**src/rtl/seg_scan_if.sv**
```systemverilog
// seg_scan_if: display-word load bus and scanned segment/digit outputs
//   master drives: load, value, dp_in, blank_lz
//   slave drives : S, dp, AN, frame_done
interface seg_scan_if #(
    parameter int NDIG = 4
);
    logic                  load;
    logic [4*NDIG-1:0]     value;
    logic [NDIG-1:0]       dp_in;
    logic                  blank_lz;
    logic [3:0]            S;
    logic                  dp;
    logic [NDIG-1:0]       AN;
    logic                  frame_done;

    modport master (
        output load, value, dp_in, blank_lz,
        input  S, dp, AN, frame_done
    );

    modport slave (
        input  load, value, dp_in, blank_lz,
        output S, dp, AN, frame_done
    );
endinterface

```
**src/rtl/seg_scan_ctrl.sv**
```systemverilog
// seg_scan_ctrl: time-multiplexed scan controller for a multi-digit 7-segment display
//   clk            system clock, rising edge
//   rst            asynchronous active-high reset
//   bus.load       strobe capturing value/dp_in into the pending buffer
//   bus.value      hex digits, digit 0 rightmost
//   bus.dp_in      decimal point per digit
//   bus.blank_lz   leading-zero blanking enable
//   bus.S          nibble of the scanned digit, to the hex decoder
//   bus.dp         decimal point of the scanned digit
//   bus.AN         digit enables, polarity set by AN_ACTIVE_LOW
//   bus.frame_done one-cycle pulse when the scan wraps back to digit 0
module seg_scan_ctrl #(
    parameter int NDIG          = 4,
    parameter int DIV           = 50000,
    parameter int GAP           = 500,
    parameter int AN_ACTIVE_LOW = 1
) (
    input logic       clk,
    input logic       rst,
    seg_scan_if.slave bus
);
    localparam int CW = $clog2(DIV);
    localparam int DW = $clog2(NDIG);
    localparam logic [NDIG-1:0] AN_OFF = (AN_ACTIVE_LOW != 0) ? '1 : '0;

    typedef enum logic {BLANK, DRIVE} state_t;

    state_t              state_q, state_d;
    logic [CW-1:0]       cnt_q, cnt_d;
    logic [DW-1:0]       dig_q, dig_d;
    logic [4*NDIG-1:0]   shadow_q, pend_q;
    logic [NDIG-1:0]     shadow_dp_q, pend_dp_q;
    logic                pend_flag_q;
    logic [3:0]          s_q;
    logic                dp_q;
    logic [NDIG-1:0]     an_q, an_d;
    logic                fd_q;
    logic                slot_end, wrap, lz_blank;
    logic [3:0]          nib;
    logic                nib_dp;
    logic [NDIG:0]       zero_hi;
    logic [NDIG-1:0]     en;

    always_comb begin
        slot_end = cnt_q == CW'(DIV - 1);
        wrap     = slot_end && dig_q == DW'(NDIG - 1);
        cnt_d    = slot_end ? '0 : cnt_q + 1'b1;
        dig_d    = slot_end ? (wrap ? '0 : dig_q + 1'b1) : dig_q;
        state_d  = (cnt_d >= CW'(GAP)) ? DRIVE : BLANK;
        nib      = shadow_q[4*dig_q +: 4];
        nib_dp   = shadow_dp_q[dig_q];
        // zero_hi[k]: digit k and every digit above it are zero
        zero_hi[NDIG] = 1'b1;
        for (int k = NDIG - 1; k >= 0; k--)
            zero_hi[k] = zero_hi[k+1] && shadow_q[4*k +: 4] == 4'd0;
        lz_blank = bus.blank_lz && |dig_q && zero_hi[dig_q] && !nib_dp;
        en       = (state_q == DRIVE && !lz_blank) ? NDIG'(1) << dig_q : '0;
        an_d     = en ^ AN_OFF;
    end

    always_ff @(posedge clk or posedge rst) begin
        if (rst) begin
            state_q     <= BLANK;
            cnt_q       <= '0;
            dig_q       <= '0;
            shadow_q    <= '0;
            shadow_dp_q <= '0;
            pend_q      <= '0;
            pend_dp_q   <= '0;
            pend_flag_q <= 1'b0;
            s_q         <= '0;
            dp_q        <= 1'b0;
            an_q        <= AN_OFF;
            fd_q        <= 1'b0;
        end else begin
            state_q <= state_d;
            cnt_q   <= cnt_d;
            dig_q   <= dig_d;
            // outputs reflect the slot position held in cnt_q/state_q before this edge
            s_q     <= nib;
            dp_q    <= nib_dp;
            an_q    <= an_d;
            fd_q    <= wrap;
            if (wrap && pend_flag_q) begin
                shadow_q    <= pend_q;
                shadow_dp_q <= pend_dp_q;
                pend_flag_q <= 1'b0;
            end
            // a load on the commit edge lands after the commit and stays pending
            if (bus.load) begin
                pend_q      <= bus.value;
                pend_dp_q   <= bus.dp_in;
                pend_flag_q <= 1'b1;
            end
        end
    end

    assign bus.S          = s_q;
    assign bus.dp         = dp_q;
    assign bus.AN         = an_q;
    assign bus.frame_done = fd_q;
endmodule

```
**src/flat_wrapper.sv**
```systemverilog
// flat-port wrapper written by rule: the top's interface ports become plain ports
module seg_scan_ctrl_flat 
#(
    parameter int NDIG          = 4,
    parameter int DIV           = 50000,
    parameter int GAP           = 500,
    parameter int AN_ACTIVE_LOW = 1
)
  (clk, rst, bus_load, bus_value, bus_dp_in, bus_blank_lz, bus_S, bus_dp, bus_AN, bus_frame_done);
  seg_scan_if #(.NDIG(NDIG)) bus_i ();
  input logic clk;
  input logic rst;
  input wire logic [$bits(bus_i.load)-1:0] bus_load;
  input wire logic [$bits(bus_i.value)-1:0] bus_value;
  input wire logic [$bits(bus_i.dp_in)-1:0] bus_dp_in;
  input wire logic [$bits(bus_i.blank_lz)-1:0] bus_blank_lz;
  output wire logic [$bits(bus_i.S)-1:0] bus_S;
  output wire logic [$bits(bus_i.dp)-1:0] bus_dp;
  output wire logic [$bits(bus_i.AN)-1:0] bus_AN;
  output wire logic [$bits(bus_i.frame_done)-1:0] bus_frame_done;
  assign bus_i.load = bus_load;
  assign bus_i.value = bus_value;
  assign bus_i.dp_in = bus_dp_in;
  assign bus_i.blank_lz = bus_blank_lz;
  assign bus_S = bus_i.S;
  assign bus_dp = bus_i.dp;
  assign bus_AN = bus_i.AN;
  assign bus_frame_done = bus_i.frame_done;
  seg_scan_ctrl #(.NDIG(NDIG), .DIV(DIV), .GAP(GAP), .AN_ACTIVE_LOW(AN_ACTIVE_LOW)) u_core (.clk(clk), .rst(rst), .bus(bus_i));
endmodule
```
**config.mk**
```make
export PLATFORM = sky130hd
export DESIGN_NAME = seg_scan_ctrl_flat
export DESIGN_NICKNAME = d
export VERILOG_FILES = /design/src/rtl/seg_scan_if.sv /design/src/rtl/seg_scan_ctrl.sv /design/src/flat_wrapper.sv
export SDC_FILE = /design/constraint.sdc
export NUM_CORES = 1
export LEC_CHECK = 0
export ABC_AREA = 0
export CAP_MARGIN = 10
export CORE_MARGIN = 8
export CORE_UTILIZATION = 35
export DETAILED_ROUTE_END_ITERATION = 16
export PLACE_DENSITY_LB_ADDON = 0.1
export SLEW_MARGIN = 20
export SYNTH_ARGS = -nofsm -noshare
export SYNTH_HDL_FRONTEND = slang
export SYNTH_SLANG_ARGS = --single-unit
```
**constraint.sdc**
```tcl
create_clock -name clk -period 6.5 [get_ports clk]
set_input_delay 0.975 -clock clk [delete_from_list [all_inputs] [get_ports clk]]
set_output_delay 0.975 -clock clk [all_outputs]
set_load 0.05 [all_outputs]
```
# ---- After elaboration in Yosys (flattened, before gate mapping)
# Cells that the tools add are included.
dict set report totals {
  inputBits 24
  register_bits 70
}
dict set report classes {
  n_lt_le_gt_ge 3
  n_shift 2
  mux 10
  reduce_logical 17
  eq_ne 2
  add_sub_neg 2
  n_bitwise 1
}
# op count
set ops {}
lappend ops {{16-bit by 1-bit adder with 16-bit output (second input constant)} 1}
lappend ops {{16-bit == test (second input constant)} 1}
lappend ops {{16-bit by 9-bit greater-or-equal comparator with 1-bit output (second input constant)} 1}
lappend ops {{4-bit logical NOT} 4}
lappend ops {{16-bit two-way mux} 1}
lappend ops {{16-bit by 5-bit variable part select with 4-bit output} 1}
lappend ops {{1-bit logical AND} 9}
lappend ops {{1-bit two-way mux} 5}
lappend ops {{1-bit binary-select mux with 2-bit select} 2}
lappend ops {{2-bit by 4-bit < comparator with 1-bit output (second input constant)} 1}
lappend ops {{4-bit two-way mux} 1}
lappend ops {{4-bit NOT} 1}
lappend ops {{1-bit by 2-bit << shifter with 4-bit output (first input constant)} 1}
lappend ops {{2-bit by 3-bit < comparator with 1-bit output (second input constant)} 1}
lappend ops {{2-bit by 1-bit adder with 2-bit output (second input constant)} 1}
lappend ops {{2-bit == test (second input constant)} 1}
lappend ops {{1-bit logical NOT} 2}
lappend ops {{2-bit two-way mux} 1}
lappend ops {{2-bit nonzero test} 1}
lappend ops {{2-bit OR reduction} 1}

# ---- Logic depth before layout (Yosys ltp)
dict set report logic_depth {
  ltp_word 12
  mapped_depth 7
  mapped_depth_nobuf 6
}

# ---- Least setup slack after synthesis
# Ideal clock, no wire load.
dict set report synth_path {
  kind {register -> register}
  start {register u_core.cnt_q[0]}
  end {register u_core.shadow_dp_q[0]}
  arrival_time_ns 1.717
  setup_ns 0.125
  stages_incl_launch_ff 8
  path_buffers 1
  path_slack_ns 4.658
  period_less_slack_ns 1.842
  path_cell_list {dfrtp_1 -> ha_1 -> nand3_2 -> nor2_1 -> and3_4 -> nand2_4 -> buf_12 -> mux2_4}
}
dict set report synth_via {
  elab_chain_cells 3
}
# element line_no
set synth_lines {}
lappend synth_lines {{start, declared} seg_scan_ctrl.sv:29} ;# logic [CW-1:0] cnt_q, cnt_d;
lappend synth_lines {{start signal, assigned} seg_scan_ctrl.sv:77} ;# cnt_q <= cnt_d;
lappend synth_lines {{16-bit == test} seg_scan_ctrl.sv:45} ;# slot_end = cnt_q == CW'(DIV - 1);
lappend synth_lines {{1-bit logical AND} seg_scan_ctrl.sv:46} ;# wrap = slot_end && dig_q == DW'(NDIG - 1);
lappend synth_lines {{named net u_core.wrap} seg_scan_ctrl.sv:38} ;# logic slot_end, wrap, lz_blank;
lappend synth_lines {{1-bit logical AND} seg_scan_ctrl.sv:84} ;# if (wrap && pend_flag_q) begin
lappend synth_lines {{end signal, assigned} seg_scan_ctrl.sv:86} ;# shadow_dp_q <= pend_dp_q;
lappend synth_lines {{end, declared} seg_scan_ctrl.sv:32} ;# logic [NDIG-1:0] shadow_dp_q, pend_dp_q;
# The timed path passes the listed nets, and every way through them passes these cells.
# A chain may end at the register's enable or synchronous reset.

# ---- Worst setup path in the final report
dict set report layout_path {
  start {register u_core.an_q[0] (netlist: u_core.bus.AN[0])}
  end {output port bus_AN[0]}
}
# element line_no
set layout_rtl {}
lappend layout_rtl {{start, declared} seg_scan_ctrl.sv:36} ;# logic [NDIG-1:0] an_q, an_d;
lappend layout_rtl {{start signal, assigned} seg_scan_ctrl.sv:82} ;# an_q <= an_d;
lappend layout_rtl {{end, declared} flat_wrapper.sv:19} ;# output wire logic [$bits(bus_i.AN)-1:0] bus_AN;
# No word-level cell between the ends.

==> results.toml <==
[status]
status = "finished, final reports clean"

[setup_path]
crit_chain = "clkdlybuf4s50_1"
worst_setup_path_start_kind = "register"
crit_required_ns = 5.52
crit_family = "buffers and inverters"
cp_num_buf_inv = 1
crit_type = "reg -> out"
crit_path_max_incr_delay_ns = 0.80
slowest_stage = "clkdlybuf4s50_1"
endpoint_kind = "output pin"
arrival_ns = 1.65
critPathMaxFanout = 1

[power_and_ir_drop]
p_int_mw = 0.607
power_density_nw_per_um2 = 206
peakVddDrop_uv = 84.4
swShare_pct = 23.5
combPwrFrac_pct = 5.0
p_seq_share_pct = 57.3
pwr-share-clk_pct = 37.8
p_switching_mw = 0.186
power.leakage_nw = 1.72
fin_total_pwr_mw = 0.793

[sta]
finalMaxSlewViolations = 0
max_slew_margin_pct = 33.2
clock_skew_ns = 0.00330
setup_viol = 0
fin_crit_sh_pct = 40.4
finalHoldViolCount = 0
fin_crit_ns = 2.62
fmax_mhz = 381
worstMarginPinSlew_ns = 0.998
tns_ns = 0
rsz0062_at_grt = "no"

[logic_synthesis]
syn_inst = 249
yosys_warnings = 0
avgSynthCellArea_um2 = 13.6
synth_top_area_cell = "dfrtp_1"
synthFlopType = "dfrtp_1"
syn_nets = 278
ys_ff_latch = 70
yosysSeqAreaShare_pct = 51.8
netlist.area_leader.share_pct = 48.7
mappedNetlistArea_um2 = 3390
synth-async-reset-ratio_pct = 100
ys_types = 54
synth_edf_count = 0
synth.area.top_cells = "dfrtp_1 49%, mux2_4 8.9%, mux2_2 6.6%, mux4_2 3.3%, dfstp_2 3.1%"

[die]
boundaryPins = 34
dieHeight_um = 114
start_util_pct = 35.4
die_w_um = 114
fp-row-count = 36
dieArea_um2 = 13100
core_region_area_um2 = 9590

[grt]
grt_first_pass_wirelength_um = 10700
overflow = 0
grt_antenna_before_repair = 0
grt_usage_pct = 10.5
grtUsageMet3_pct = 3.32
grt_max_degree = 71
use_met1_pct = 14.3
grt_busiest_layer = "met2"
grt_pass1_vias = 2081
grt_use_met2_pct = 14.9

[layout]
drive_gt1_share_pct = 26.7
final_cells = 414
fin_nets = 306
area_delta_synth_final_pct = 13.5
nFillCells = 909
diodes = 0
multiInputGateArea_um2 = 1410
seqCellArea_um2 = 1760

[clock_network]
post_cts_buffers = 0
holdBufCountCts = 0
cts_inserted_buffers = 9
clock_latency_ns = 0.34
cts_tree = "built"
cts_max_path_buffers = 2
clk_pin_slew_ns = 0.07
cts.sinks = 70
cts_resized = 0
htree_levels = 3
cts_root_buf = "clkbuf_8"

[hold_path]
hold_path_class = "reg -> reg"

[placed_design]
dp_hpwl_um = 4310
port_buffers = 33
placed_cells = 399
gp_congestion = 0.741

[routing]
vias = 1963
drt_iter0_drc = 74
routed_wl_um = 6280
antenna_left = 0
detail_route.vias_per_cell = 4.74
drcViolationCount = 0
avgRoutedWirePerCell_um = 15.2
firstDrtPassIters = 4

[flow_run]
max-cap-violations = 0
power groups by stage:
stage	registers (mW)	logic [mW]	clock network, mW
6_report	0.454	0.0393	0.300
5_1_grt	0.456	0.0445	0.335
4_1_cts	0.454	0.0407	0.313
3_5_place_dp	0.463	0.0407	0
3_3_place_gp	0.463	0.0400	0
2_1_floorplan	0.461	0.0217	0
state kept, by name (all words and copies together), names as in the netlist:
| register | cells |
|---|---|
| u_core.cnt_q | 16 |
| u_core.pend_q | 16 |
| u_core.shadow_q | 16 |
| u_core.bus.AN | 4 |
| u_core.bus.S | 4 |
| u_core.pend_dp_q | 4 |
| u_core.shadow_dp_q | 4 |
| u_core.dig_q | 2 |
| u_core.bus.dp | 1 |
| u_core.bus.frame_done | 1 |
| u_core.pend_flag_q | 1 |
| u_core.state_q | 1 |
cells in the final DEF (no fill, tap or decap), types with 4 or more instances in the layout:
cell / Yosys / routed
nor3_1: 4 / 4
o21ai_0: 5 / 5
ha_1: 5 / 5
nor2_1: 17 / 17
dfrtp_1: 66 / 66
clkbuf_8: 2 / 9
clkdlybuf4s50_1: 0 / 33
dfstp_2: 4 / 4
nand4_1: 4 / 4
xnor2_1: 8 / 8
a21oi_1: 5 / 5
mux4_2: 5 / 5
inv_1: 5 / 4
nand3_1: 5 / 5
nand2_1: 13 / 13
mux2_4: 20 / 20
mux2_2: 20 / 20
xor2_1: 6 / 6
cells by family (layout without fill, tap and decap cells):
group                      after synthesis  count (layout)  synth area share [%]
AOI/OAI and AO/OA                       25              25                  5.35
xor gates and xnor gates                14              14                  3.61
adders and majority gates                5               5                  1.84
buffers and inverters                   22              54                  6.79
DFF                                     70              70                  51.8
muxes                                   45              45                  18.8
and+or+nand+nor                         68              68                  11.8
cells in the mapped netlist (6+ instances only):
master / number
mux2_4: 20
nor2_1: 17
xnor2_1: 8
xor2_1: 6
mux2_2: 20
nand2_1: 13
dfrtp_1: 66
worst paths after layout:
kind / from / end / slack (ns) / cells after the start
max: u_core.bus.AN[0]$_DFF_PP1_ / bus_AN[0] / 3.88 / 1
min: u_core.pend_q[7]$_DFFE_PP0P_ / u_core.shadow_q[7]$_DFFE_PP0P_ / 0.50 / 1
max reg2reg: u_core.cnt_q[0]$_DFF_PP0_ / u_core.state_q$_DFF_PP0_ / 4.29 / 6
min reg2reg: u_core.pend_q[7]$_DFFE_PP0P_ / u_core.shadow_q[7]$_DFFE_PP0P_ / 0.50 / 1
max in group asynchronous: rst / u_core.cnt_q[4]$_DFF_PP0_ / 4.69 / 3
min in group asynchronous: rst / u_core.cnt_q[14]$_DFF_PP0_ / 1.21 / 3
stage by stage:
stage	hold slack, ns	util [%]	setup WS [ns]	cell area (µm²)
final	0.502	40.1	3.88	3850
after global routing	0.527	40.1	3.82	3850
after CTS	0.508	40.1	3.85	3850
after detailed placement	0.491	38.4	3.80	3680
after global placement	0.488	38.4	3.82	3680
after floorplan	0.476	-	3.76	3390
metal layers:
metal / routed length [µm] / vias up
met2: 2720 / 41
met1: 3180 / 971
met5: 0 / -
met3: 268 / 9
met4: 103 / 0
li1: - / 942
final cells by class:
class,count,area share (%)
inverters,5,0.488
clock inverters,6,1.04
flip-flops and latches,70,45.6
clock buffers,9,3.22
repair buffers,34,8.78
multi-input cells,157,36.5
well taps,133,4.32
No activity file was read; power rests on OpenSTA's default activity.
